### src/rtl/wrap_in_operands.sv
// Input-side wrapper for the sequential multiplier: queues operand pairs and issues
// one multiply at a time, waiting for doneMul and then resultaccept before the next.
module wrap_in_operands #(
    parameter int WIDTH = 16,
    parameter int DEPTH = 2
) (
    input  logic                     clk,
    input  logic                     rst,
    input  logic                     invalid,
    input  logic [WIDTH-1:0]         inA,
    input  logic [WIDTH-1:0]         inB,
    output logic                     inready,
    output logic                     startMul,
    output logic [WIDTH-1:0]         opA,
    output logic [WIDTH-1:0]         opB,
    input  logic                     doneMul,
    input  logic                     resultaccept,
    output logic                     busy,
    output logic [$clog2(DEPTH):0]   pending
);

    localparam int PW = $clog2(DEPTH);
    localparam logic [PW:0] FULL = (PW+1)'(DEPTH);

    typedef enum logic [1:0] {IDLE, ISSUE, BUSY, HOLD} state_t;

    state_t           r_state;
    state_t           w_next;
    logic [PW-1:0]    r_wrPtr;
    logic [PW-1:0]    r_rdPtr;
    logic [PW:0]      r_count;
    logic [WIDTH-1:0] r_memA [DEPTH];
    logic [WIDTH-1:0] r_memB [DEPTH];
    logic [WIDTH-1:0] r_opA;
    logic [WIDTH-1:0] r_opB;
    logic             w_push;
    logic             w_pop;
    logic             w_empty;

    // Full/empty comes only from the occupancy counter; pointers just wrap.
    assign w_empty = (r_count == '0);
    assign inready = (r_count < FULL);
    assign w_push  = invalid & inready;

    always_comb begin
        w_next = r_state;
        w_pop  = 1'b0;
        case (r_state)
            IDLE: begin
                if (!w_empty) begin
                    w_next = ISSUE;
                    w_pop  = 1'b1;
                end
            end
            ISSUE: w_next = BUSY;
            BUSY: begin
                if (doneMul) begin
                    w_next = HOLD;
                end
            end
            HOLD: begin
                if (resultaccept) begin
                    if (!w_empty) begin
                        w_next = ISSUE;
                        w_pop  = 1'b1;
                    end else begin
                        w_next = IDLE;
                    end
                end
            end
            default: w_next = IDLE;
        endcase
    end

    always_ff @(posedge clk) begin
        if (rst) begin
            r_state <= IDLE;
        end else begin
            r_state <= w_next;
        end
    end

    always_ff @(posedge clk) begin
        if (rst) begin
            r_wrPtr <= '0;
            r_rdPtr <= '0;
            r_count <= '0;
        end else begin
            if (w_push) begin
                r_wrPtr <= r_wrPtr + PW'(1);
            end
            if (w_pop) begin
                r_rdPtr <= r_rdPtr + PW'(1);
            end
            case ({w_push, w_pop})
                2'b10:   r_count <= r_count + (PW+1)'(1);
                2'b01:   r_count <= r_count - (PW+1)'(1);
                default: r_count <= r_count;
            endcase
        end
    end

    // Storage is not reset; reset discards entries by clearing the pointers and count.
    always_ff @(posedge clk) begin
        if (w_push) begin
            r_memA[r_wrPtr] <= inA;
            r_memB[r_wrPtr] <= inB;
        end
    end

    always_ff @(posedge clk) begin
        if (rst) begin
            r_opA <= '0;
            r_opB <= '0;
        end else if (w_pop) begin
            r_opA <= r_memA[r_rdPtr];
            r_opB <= r_memB[r_rdPtr];
        end
    end

    assign startMul = (r_state == ISSUE);
    assign busy     = (r_state != IDLE);
    assign opA      = r_opA;
    assign opB      = r_opB;
    assign pending  = r_count;

endmodule

### config.mk
export PLATFORM = sky130hd
export DESIGN_NAME = wrap_in_operands
export DESIGN_NICKNAME = d
export VERILOG_FILES = /design/src/rtl/wrap_in_operands.sv
export SDC_FILE = /design/constraint.sdc
export NUM_CORES = 1
export LEC_CHECK = 0
export BUFFER_PORTS_ARGS = -buffer_cell sky130_fd_sc_hd__buf_2
export CAP_MARGIN = 40
export CORE_ASPECT_RATIO = 0.9
export CORE_MARGIN = 4
export CORE_UTILIZATION = 29
export DETAILED_ROUTE_END_ITERATION = 8
export HOLD_SLACK_MARGIN = 0.1
export SLEW_MARGIN = 20
export SYNTH_ARGS = -nofsm -noshare
export SYNTH_HDL_FRONTEND = slang
export SYNTH_SLANG_ARGS = --single-unit
### constraint.sdc
create_clock -name clk -period 4.4 [get_ports clk]
set_input_delay 0 -clock clk [delete_from_list [all_inputs] [get_ports clk]]
set_output_delay 0 -clock clk [all_outputs]
set_load 0.05 [all_outputs]
==> results.sh <==
export IMPL_coreArea_mm2=0.0127
export IMPL_start_util=0.297
export IMPL_ys_async_sr_fraction=0
export IMPL_io_buffer_count=73
export IMPL_htreeDepth=3
export IMPL_ys_types=27
export IMPL_p_int_mw=2.17
export IMPL_first_global_vias=2380
export IMPL_status="complete, no violations"
export IMPL_setup_violations=0
export IMPL_clock_skew_ns=0.00673
export IMPL_synth_seq_area_share=0.713
export IMPL_grt_max_degree=67
export IMPL_crit_path_end_kind="flop"
export IMPL_final_core_util=0.394
export IMPL_tns_ns=0
export IMPL_yosysWarnings=0
export IMPL_p_switching_mw=1.46
export IMPL_crit_type="reg -> reg"
export IMPL_comb_power_share=0.403
export IMPL_synth_avg_cell_area_um2=15.0
export IMPL_ys_flop_type="edfxtp_1"
export IMPL_clk_pin_slew_ns=0.06
export IMPL_p_leak_nw=1.86
export IMPL_fmax_mhz=385
export IMPL_dr_pass1_iters=4
export IMPL_placedCellCount=478
export IMPL_drtIter0Drc=64
export IMPL_ios=74
export IMPL_drc_errors=0
export IMPL_worst_slew_pin_slew_ns=0.707
export IMPL_grt_ovfl_total=0
export IMPL_die_width_um=128
export IMPL_dieArea_mm2=0.0149
export IMPL_wire_per_inst_um=13.9
export IMPL_min_period_over_period=0.590
export IMPL_nNetsFinal=401
export IMPL_synth_edff_count=64
export IMPL_clkPwrFrac=0.215
export IMPL_layout_drive_gt1_share=0.292
export IMPL_cts_root_buf="clkbuf_16"
export IMPL_grt_usage=0.104
export IMPL_clock_sinks=102
export IMPL_syn2layout_area_growth_pct=32.8
export IMPL_cp_startpoint="r_state[0]$_SDFFE_PP0P_"
export IMPL_grt_pass1_wl_um=11700
export IMPL_whs_ns=0.121
export IMPL_wl_um=7340
export IMPL_synthCells=251
export IMPL_maxCapViolCount=0
export IMPL_syn_nets=294
export IMPL_n_fill_cell=1224
export IMPL_cts_tree="yes"
export IMPL_slew_headroom=0.529
export IMPL_cp_start_kind="flop"
export IMPL_via_per_inst=4.35
export IMPL_synth_area_leaders="edfxtp_1 51%, dfxtp_1 20%, mux2i_1 8.8%"
export IMPL_synth_top_area_frac=0.510
export IMPL_required_ns=4.67
export IMPL_seqPwrFrac=0.383
export IMPL_dp_final_hpwl_um=4840
export IMPL_slew_violations=0
export IMPL_hold_violations=0
export IMPL_path_max_fanout=66
export IMPL_post_cts_setup_buffers=0
export IMPL_arrival_ns=2.86
export IMPL_die_y_um=116
export IMPL_num_vias=2291
export IMPL_vdd_ir_drop_max_uv=354
export IMPL_antenna_cells=0
export IMPL_ant_nets=0
export IMPL_layout_cells_non_filler=527
export IMPL_p_per_area_mw_per_mm2=727
export IMPL_synth_area_mm2=0.00376
export IMPL_clock_latency_ns=0.34
export IMPL_final_seq_area_mm2=0.00268
export IMPL_antenna_found_initial=0
export IMPL_cts_buffers_inserted=9
export IMPL_total_power_mw=3.64
export IMPL_ys_ff_latch=102
export IMPL_r2r_start="r_state[0]$_SDFFE_PP0P_"
export IMPL_synth_top_area_cell="edfxtp_1"
export IMPL_multi_input_area_um2=992
export IMPL_num_rows=39
export IMPL_switching_share=0.402
export IMPL_rsz0062_at_grt="no"
export IMPL_min_from="invalid"
export IMPL_clock_path_buffers=2
export IMPL_hold_path_class="in -> reg"
export IMPL_post_cts_resized=0
export IMPL_gp_congestion=0.639
export IMPL_period_needed_ns=2.60
-- critical path, cell delays in order (launching register included) --
cell and delay, ns:
dfxtp_1 0.40, inv_1 0.11, ha_1 0.35, nor3_4 0.18
buf_4 0.59, ha_1 0.39, or3_1 0.35, a21oi_1 0.15
-- logic make-up after synthesis --
kind of cell	Yosys count	share of synthesized area
buffers and inverters	20	0.0279
XOR/XNOR	4	0.00931
flip-flops	102	0.713
adder cells (fa/ha/maj)	6	0.0199
AND/OR/NAND/NOR	46	0.0515
multiplexers	33	0.0877
AO/OA/AOI/OAI	40	0.0911
-- metrics by stage --
| stage | area (µm²) | setup slack (ns) |
|---|---|---|
| 6_report | 5000 | 1.80 |
| 5_1_grt | 5000 | 1.61 |
| 2_1_floorplan | 3760 | 1.49 |
| 4_1_cts | 5000 | 1.77 |
| 3_3_place_gp | 4270 | 1.89 |
| 3_5_place_dp | 4380 | 1.79 |
-- cell usage after synthesis (2+ instances only) --
master / instances
buf_2: 6
a211oi_2: 10
nor2_1: 37
a21oi_1: 3
a211oi_1: 23
xor2_1: 2
edfxtp_1: 64
clkbuf_1: 4
clkbuf_4: 2
nand2_1: 2
buf_4: 2
xnor2_1: 2
inv_1: 5
nor2b_1: 2
mux2i_1: 33
dfxtp_1: 38
ha_1: 6
-- state kept, by name (all words and copies together) (netlist names) --
register / count
opA: 16
r_memA: 32
r_rdPtr: 1
opB: 16
r_wrPtr: 1
r_state: 2
r_memB: 32
pending: 2
-- worst paths after layout --
kind | cells after the start | endpoint | slack, ns
setup / recovery | 7 | pending[1]$_SDFFE_PP0P_ | 1.80
hold / removal | 4 | r_wrPtr$_SDFFE_PP0P_ | 0.12
setup reg to reg | 7 | pending[1]$_SDFFE_PP0P_ | 1.80
hold reg to reg | 2 | opB[9]$_SDFFE_PP0P_ | 0.49
-- area by class of cell --
| type | count | share of cell area |
|---|---|---|
| Clock inverter | 3 | 0.00901 |
| Timing Repair Buffer | 111 | 0.161 |
| Clock buffer | 13 | 0.0500 |
| Sequential cell | 102 | 0.537 |
| Tap cell | 164 | 0.0410 |
| Multi-Input combinational cell | 129 | 0.198 |
| Inverter | 5 | 0.00375 |
-- metal layers --
layer  vias to the layer above  track usage  part of all wire
li1                       1144            -                 -
met2                        52        0.182              0.52
met4                         0       0.0382             0.014
met3                        10       0.0480             0.060
met5                         -            0                 0
met1                      1085        0.111              0.41
-- power groups by stage --
stage               logic [mW]  clock network (mW)  registers [mW]
global route              1.59               0.847            1.42
detailed placement        1.46                   0            1.42
global placement          1.36                   0            1.45
floorplan                0.710                   0            1.84
finish                    1.46               0.780            1.39
CTS                       1.49               0.814            1.40
-- what timing repair did --
action | 4_1_cts | 5_1_grt
hold buffers | 33 | 0
setup endpoints to repair | 0 | 0
endpoints found under the hold margin | 67 | 0
-- placed cells by master, fill, tap and decap left out, drive strengths merged, types with 2 or more instances in the layout --
cell type    instances
inv                  5
nand2                2
xor2                 2
edfxtp              64
clkbuf              13
ha                   6
xnor2                2
nor2                38
mux2i               33
clkinvlp             2
dfxtp               38
buf                 78
dlygate4sd3         33
a21oi                3
nor2b                2
a211oi              33
No activity file was read; power rests on OpenSTA's default activity.
